File: config.mk
export PLATFORM = sky130hd
export DESIGN_NAME = instr_queue
export DESIGN_NICKNAME = d
export VERILOG_FILES = /design/src/rtl/instr_queue_pkg.sv /design/src/rtl/instr_queue.sv
export SDC_FILE = /design/constraint.sdc
export NUM_CORES = 1
export LEC_CHECK = 0
export CAP_MARGIN = 20
export CORE_ASPECT_RATIO = 0.75
export CORE_MARGIN = 8
export CORE_UTILIZATION = 27
export DETAILED_ROUTE_END_ITERATION = 16
export PLACE_DENSITY = 0.46
export SYNTH_ARGS = -nofsm -noshare
export SYNTH_HDL_FRONTEND = slang
export SYNTH_SLANG_ARGS = --single-unit
File: constraint.sdc
create_clock -name clk -period 8.6 [get_ports clk]
set_clock_uncertainty 0.15 [all_clocks]
set_input_delay 1.72 -clock clk [delete_from_list [all_inputs] [get_ports clk]]
set_output_delay 1.72 -clock clk [all_outputs]
set_load 0.005 [all_outputs]
File: src/rtl/instr_queue_pkg.sv
// Shared issue-stage types and constants for the instruction queue.
package instr_queue_pkg;

    localparam int unsigned INSTR_QUEUE_DEPTH = 8;

    typedef struct packed {
        logic [31:0] pc;
        logic [31:0] instr;
    } pipe_in_t;

    localparam int unsigned PIPE_IN_W = $bits(pipe_in_t);

endpackage

File: src/rtl/instr_queue.sv
// Circular FIFO of decoded entries feeding issue; full drives fetch stall.
// Optional same-cycle empty-queue bypass enabled by macro INSTR_QUEUE_BYPASS_EN.
module instr_queue
    import instr_queue_pkg::*;
#(
    parameter int unsigned DEPTH = INSTR_QUEUE_DEPTH
) (
    input  logic                          clk,
    input  logic                          reset,
    input  logic                          flush,
    input  logic                          enq_valid,
    input  logic [PIPE_IN_W-1:0]          enq_data,
    output logic                          queue_full,
    output logic                          deq_valid,
    output logic [PIPE_IN_W-1:0]          deq_data,
    input  logic                          deq_ready,
    output logic [$clog2(DEPTH):0]        count
);

    localparam int unsigned PTR_W = $clog2(DEPTH);
    localparam int unsigned CNT_W = PTR_W + 1;

    logic [PIPE_IN_W-1:0] mem [DEPTH];
    logic [PTR_W-1:0]     head;
    logic [PTR_W-1:0]     tail;
    logic                 not_empty;
    logic                 do_enq;
    logic                 do_deq;

    assign not_empty  = (count != '0);
    // Full depends only on registered count so stall never sees deq_ready.
    assign queue_full = (count == CNT_W'(DEPTH));
    assign do_deq     = not_empty && deq_ready && !flush;

`ifdef INSTR_QUEUE_BYPASS_EN
    logic bypass;

    assign bypass = !not_empty && enq_valid && !flush;
    // A bypassed entry taken by the consumer never touches storage.
    assign do_enq = enq_valid && !queue_full && !flush && !(bypass && deq_ready);

    always_comb begin
        deq_valid = not_empty || bypass;
        deq_data  = '0;
        if (not_empty) begin
            deq_data = mem[head];
        end else if (bypass) begin
            deq_data = enq_data;
        end
    end
`else
    assign do_enq = enq_valid && !queue_full && !flush;

    always_comb begin
        deq_valid = not_empty;
        deq_data  = '0;
        if (not_empty) begin
            deq_data = mem[head];
        end
    end
`endif

    // Storage is not reset; validity is carried by count.
    always_ff @(posedge clk) begin
        if (do_enq) begin
            mem[tail] <= enq_data;
        end
    end

    always_ff @(posedge clk or posedge reset) begin
        if (reset) begin
            head  <= '0;
            tail  <= '0;
            count <= '0;
        end else if (flush) begin
            head  <= '0;
            tail  <= '0;
            count <= '0;
        end else begin
            if (do_enq) begin
                tail <= tail + PTR_W'(1);
            end
            if (do_deq) begin
                head <= head + PTR_W'(1);
            end
            case ({do_enq, do_deq})
                2'b10:   count <= count + CNT_W'(1);
                2'b01:   count <= count - CNT_W'(1);
                default: count <= count;
            endcase
        end
    end

endmodule

# After elaboration in Yosys (flattened, before gate mapping)
# Memory sizes are Yosys's and may differ from the RTL's.
# Index checks and enable logic that the tools add are counted.
# W data, S select, Z words.
# op_classes
add_sub_neg,4
eq_ne,3
n_mux,9
n_reduce_logical,10
# op_table
op,n
$mux W64,1
$mux W3,4
$pmux W4 S2,1
$add A3 B1 Y3 const B,2
$add A4 B1 Y4 const B,1
$eq A4 B4 Y1 const B,1
$logic_and A1 B1 Y1,4
$mux W4,1
$reduce_bool A2 Y1,2
$reduce_bool A4 Y1,1
$sub A4 B1 Y4 const B,1
$reduce_bool A3 Y1,1
$eq A2 B1 Y1 const B,1
$eq A2 B2 Y1 const B,1
$logic_not A1 Y1,2
$mux W1,2
# totals
register_bits,10
ramBits,512
input_bits,69
output_inout_bits,70
wordCells,30
memories,1
# memory_table
memory,depth,word_bits,read_ports,rd_ports_with_merged_regs,write_ports,line,source
mem,8,64,1,0,1,instr_queue.sv:23,logic [PIPE_IN_W-1:0] mem [DEPTH];

# Longest topological paths before layout
# Gate-level depths: netlist of the first run.
# depth
word_depth,7
depth_mapped,10
mapped_depth_nobuf,9

# Worst setup path before layout of the first run
# No wires, ideal clock.
# synth_timing
kind,input-to-reg
start,in enq_valid
end,"mem mem[4][0] (netlist name), enable pin"
setup_time_ps,666
arrival_ps,8900
t_required_ps,7784
setup_slack_ps,-1116
stages,4
n_path_buf,1
cell_sequence,clkbuf_1 > and2_4 > nand2b_1 > nor4b_1
# synth_via
elab_chain_len,4
# synth_lines
element,line,source
start: declaration,instr_queue.sv:11,"input logic enq_valid,"
$logic_and A1 B1 Y1 (2 in series),instr_queue.sv:52,assign do_enq = enq_valid && !queue_full && !flush;
$mux W1,instr_queue.sv:65,if (do_enq) begin
$mux W1 (implied by the code),instr_queue.sv:66,mem[tail] <= enq_data;
end: declaration,instr_queue.sv:23,
# Every way passes these cells.

# Worst setup path in the final report of the first run
# layout_timing
start,reg count[0]
end,out deq_valid
# layout_via
elab_chain_len,1
# layout_lines
element,line,source
start: declaration,instr_queue.sv:17,output logic [$clog2(DEPTH):0] count
start signal: assignment,instr_queue.sv:87,2'b10: count <= count + CNT_W'(1);
start signal: assignment,instr_queue.sv:88,2'b01: count <= count - CNT_W'(1);
start signal: assignment,instr_queue.sv:89,default: count <= count;
$reduce_bool A4 Y1,instr_queue.sv:30,assign not_empty = (count != '0);
end: declaration,instr_queue.sv:14,"output logic deq_valid,"
# Every way passes these cells.

==> results.toml, run 1 <==
[pwr]
max-vdd-ir-drop_uv = 189.0
power_density_mw_per_mm2 = 287.2
cellLeakagePower_nw = 7.366

[clock_network]
cts_hold_repair.buffers = 0
post_cts_resized = 0
numCtsBuffers = 54
tritoncts = "done"
post_cts_buffers = 0
path_clk_slew_ns = 0.06
cts_htree_levels = 2
max-clock-path-buffers = 3
ctsRootBufferMaster = "clkbuf_16"
clock-sinks = 522
insertion_delay_ns = 0.59

[placed_design]
finalWeightedCongestion = 0.6708
post-place-cells = 1976
buffer_ports.inserted = 138
dp_hpwl_um = 24350

[setup_path]
worst-setup-path-type = "flip-flop to primary output"
cp.required_ns = 6.73
startpoint_type = "flip-flop"
reg2reg_from = "count[0]"
worst-r2r-cell-count = 7
rr_endpoint = "head[2]"
setup.worst_path.end_class = "primary output"
reg2reg_slack_ns = 5.28
crit_fanout = 42
timing.critical_path.arrival_ns = 3.71

[timing]
max_freq_mhz = 179.2
period_needed_ns = 5.582
finalMaxSlewViolations = 0
setup-violations-final = 0
relSlewSlack_pct = 32.32
final_min_period_over_clock_period_pct = 64.90
transition_time_of_the_tightest_slew_check_pin_ns = 1.015
hold_violations = 0
grt_setup_unrepaired = "no"

[final_layout]
syn2layout_area_growth_pct = 21.62
mostFrequentLayoutCells = "edfxtp_1, clkdlybuf4s50_1, mux4_2, nor2_1, mux2i_1"
final_net_count = 1137
layout_commonest_cell = "edfxtp_1"
post_layout_nonfiller_instances = 2077
finish.utilization_pct = 33.22
drive_above_1_share_pct = 22.67

[floorplan]
boundaryPins = 139
floorplan.initialDensity_pct = 27.32
die_span_in_y_um = 252.3
floorplan.die_area_mm2 = 0.08354
rows = 86
placeableCoreArea_mm2 = 0.07360
fp.dieW_um = 331.1

[drt]
routed_wirelength_um = 47460
routedWlPerCell_um = 22.85
route.detailed.drc = 0
antenna_left = 0
drtIter0Drc = 603
num_vias = 9260
drt_first_pass_iters = 6
route.detailed.vias_per_inst = 4.458

[job]
maxCapViolations = 0

[hold_path]
min_to = "tail[0]"
hold_class = "flip-flop to flip-flop"
hold_path_startpoint = "tail[0]"
number_of_stages_on_the_worst_hold_path = 2

[logic_synthesis]
synthesis.area_per_instance_um2 = 22.39
synthDominantCellAreaShare_pct = 76.47
synth.largest_area_cell = "edfxtp_1"
ys_ff_latch = 522
synth_warnings = 0
ys_types = 41
synthFlopType = "edfxtp_1"
cells_taking_the_most_area_after_synthesis = "edfxtp_1, mux4_2, mux2i_1, nor2_1, dfrtp_1"
post_synth_inst_count = 898
synthesis.nets = 971
syn-cell-area_mm2 = 0.02010
async_reset_ff_share_pct = 1.916
number_of_enable_flip_flop_cells_after_synthesis = 512
synth_sequential_area_ratio_pct = 77.72

[grt]
grt_max_degree = 77
number_of_global_route_vias_before_repair = 10230
met1_usage_pct = 14.87
grt.overflow.total = 0
grt_use_met2_pct = 19.08
grt_util_all_layers_pct = 11.25
first_pass_grt_wire_length_um = 69820
grtUsageMet3_pct = 2.235
busiest_layer = "met2"
grt_antenna_before_repair = 3

[outcome]
status = "finished clean"
==> metrics by stage <==
stage	instance area, um2	power, mW	hold WS [ns]	setup WS (ns)	TNS (ns)
3_5_place_dp	22730	4.901	0.4121	3.546	0
4_1_cts	24450	7.197	0.4201	2.850	0
3_3_place_gp	22730	4.896	0.4071	3.587	0
6_report	24450	7.022	0.4225	3.018	0
5_1_grt	24450	7.384	0.4582	2.742	0
2_1_floorplan	20110	4.043	0.3836	-1.116	-280.26
==> routing by layer <==
| layer | wire, um | up-vias |
|---|---|---|
| met1 | 21560 | 4973 |
| li1 | - | 4064 |
| met3 | 1866 | 64 |
| met4 | 791 | 2 |
| met2 | 23230 | 157 |
| met5 | 13 | - |
==> cells in the mapped netlist (4+ instances only) <==
master and n:
edfxtp_1 512, mux4_2 128, nor2_1 75, mux2i_1 65
buf_2 27, clkbuf_1 15, dfrtp_1 10, nand2_1 8
a21oi_1 5, buf_1 5, ha_1 4, nor4b_1 4
xor2_1 4
==> power breakdown <==
part           switching (mW)  total (mW)  internal, mW
clock                   0.957        2.25          1.30
combinational           0.820        1.80         0.985
sequential             0.0898        2.96          2.87
total                    1.87        7.02          5.15
==> cells by family (layout without fill, tap and decap cells) <==
logic type               after synthesis  count (layout)  share of synthesized area, %
XOR/XNOR                               7               7                        0.3050
multiplexers                         194             194                         17.63
AO/OA/AOI/OAI                         17              17                        0.6598
flip-flops                           522             522                         77.72
adder cells (fa/ha/maj)                4               4                        0.2490
buffers and inverters                 53             262                         1.214
other                                  0               2                             0
AND/OR/NAND/NOR                      101             101                         2.222
==> registers in the layout (all words and copies together) (netlist names) <==
name,cells
head,3
count,4
tail,3
mem,512
==> worst max path at each step <==
stage	from	end	cells past startpoint
4_1_cts	count[0]	deq_valid	5
2_1_floorplan	enq_valid	mem[4][0]	4
3_3_place_gp	count[0]	deq_valid	5
6_report	count[0]	deq_valid	5
5_1_grt	count[0]	deq_valid	5
3_5_place_dp	count[0]	deq_valid	5
==> final cells by class <==
cell class | count | area [um2]
multi-input cells | 323 | 4304
flip-flops and latches | 522 | 15640
clock inverters | 36 | 296.5
diodes | 2 | 5.005
fillers | 6993 | 49150
well taps | 968 | 1211
repair buffers | 160 | 1572
clock buffers | 63 | 1415
inverters | 3 | 11.26
==> critical path: stages (launching register included) <==
cell	delay (ns)
dfrtp_1	0.52
or3_1	0.47
nor2_4	0.70
buf_4	0.65
inv_1	0.17
clkdlybuf4s50_1	0.49
Note: power is estimated with default switching activity, not from simulation.
==> run 2: changes to the inputs <==
PLACE_DENSITY = 0.45   (was 0.46)
clock period = 5.78 ns   (was 8.6 ns; I/O delays follow)
==> results.toml, run 2 (synthesis gave the netlist of run 1 again) <==
[outcome]
status = "finished clean"

[drt]
route.detailed.vias_per_inst = 4.461
drt_first_pass_iters = 4
routedWlPerCell_um = 22.33
antenna_left = 0
drtIter0Drc = 562
num_vias = 9229
route.detailed.drc = 0
routed_wirelength_um = 46190

[clock_network]
clock-sinks = 522
cts_hold_repair.buffers = 0
path_clk_slew_ns = 0.06
max-clock-path-buffers = 3
numCtsBuffers = 55
post_cts_resized = 0
cts_htree_levels = 2
tritoncts = "done"
ctsRootBufferMaster = "clkbuf_16"
post_cts_buffers = 0
insertion_delay_ns = 0.58

[floorplan]
rows = 86
die_span_in_y_um = 252.3
fp.dieW_um = 331.1
floorplan.die_area_mm2 = 0.08354
placeableCoreArea_mm2 = 0.07360
boundaryPins = 139
floorplan.initialDensity_pct = 27.32

[final_layout]
top_regs = "mem: 512 flops, count: 4 flops"
design_area_mm2 = 0.02452
layout_commonest_cell = "edfxtp_1"
regMostFlops = "mem"
mostFrequentLayoutCells = "edfxtp_1, clkdlybuf4s50_1, mux4_2, nor2_1, mux2i_1"
final_net_count = 1135
drive_above_1_share_pct = 20.67
post_layout_nonfiller_instances = 2069
syn2layout_area_growth_pct = 21.98
max_reg_flops = 512

[pwr]
p_clk_share_pct = 31.1
design_power_mw = 10.41
power_frac_seq_pct = 42.6
net_sw_power_mw = 2.757
max-vdd-ir-drop_uv = 231.8
power_density_mw_per_mm2 = 424.6
cellLeakagePower_nw = 7.322
cell_internal_pwr_mw = 7.656
pwr-share-comb_pct = 26.3
p_sw_share_pct = 26.47

[placed_design]
finalWeightedCongestion = 0.6735
post-place-cells = 1973
dp_hpwl_um = 24980
buffer_ports.inserted = 138
place_area_mm2 = 0.02289

[timing]
finalMaxSlewViolations = 0
setup-violations-final = 0
relSlewSlack_pct = 28.66
final.setup.tns_ns = 0
max_freq_mhz = 217.2
grt_setup_unrepaired = "no"
final_min_period_over_clock_period_pct = 79.67
hold_violations = 0
period_needed_ns = 4.605
transition_time_of_the_tightest_slew_check_pin_ns = 1.067

[grt]
grt.overflow.total = 0
number_of_global_route_vias_before_repair = 10030
first_pass_grt_wire_length_um = 68970
grt_antenna_before_repair = 8
grt_max_degree = 65
grt_util_all_layers_pct = 11.02

[setup_path]
crit_path_max_incr_delay_ns = 0.79
worst-setup-path-type = "flip-flop to primary output"
critPathTopFamily = "multiplexers"
crit_fanout = 42
setup.worst_path.end_class = "primary output"
timing.critical_path.cells = "buf_12 > mux4_2 > mux2i_1 > nor2_1 > clkdlybuf4s50_1"
timing.critical_path.arrival_ns = 3.30
cp-startpoint = "head[0]"
path_buf_inv = 2
reg2reg_from = "count[0]"
startpoint_type = "flip-flop"
cp.required_ns = 4.47
cp_slowest_cell = "dfrtp_4"

[job]
maxCapViolations = 0

[hold_path]
hold_class = "flip-flop to flip-flop"
hold_path_startpoint = "tail[0]"
-- run 2: power groups by stage --
stage               registers [mW]  clock network [mW]  logic [mW]
global route                  4.46                3.48        3.01
global placement              4.52                   0        2.86
CTS                           4.44                3.36        2.87
floorplan                     4.39                   0        1.62
finish                        4.43                3.24        2.74
detailed placement            4.52                   0        2.86
-- run 2: metal layers --
metal	track usage [%]	vias up	share of wire, %
met5	0	-	0.14
met4	2.621	10	1.9
met3	2.845	75	5.8
met2	17.35	168	46
met1	15.23	4913	46
li1	-	4063	-
-- run 2: final timing paths --
check / end / slack [ns] / depth (start not counted)
max in group asynchronous: head[1] / 4.42 / 2
min in group asynchronous: count[1] / 0.72 / 2
min: tail[0] / 0.41 / 2
max: deq_data[14] / 1.18 / 5
max reg2reg: count[3] / 2.93 / 7
min reg2reg: tail[0] / 0.41 / 2
-- run 2: through the flow --
| stage | util [%] | hold WS, ns | setup slack, ns |
|---|---|---|---|
| floorplan | - | 0.3836 | 0.6046 |
| global placement | 31.10 | 0.3975 | 1.639 |
| detailed placement | 31.10 | 0.4068 | 1.612 |
| CTS | 33.31 | 0.4116 | 1.035 |
| global route | 33.31 | 0.4350 | 0.9275 |
| finish | 33.32 | 0.4101 | 1.175 |
-- run 2: tightest hold or removal path: cells and delay by family (launching register included) --
kind / cells / cell delay [ns]
DFF: 1 / 0.40
and+or+nand+nor: 1 / 0.06
AOI/OAI and AO/OA: 1 / 0.05
-- run 2: cell type report --
class,count,area [um2]
sequential,522,15640
multi-input combinational,323,4348
inverter,3,11.26
antenna,3,7.507
clock buffer,74,1490
fill,6968,49080
clock inverter,19,132.6
timing repair buffer,157,1687
tap,968,1211
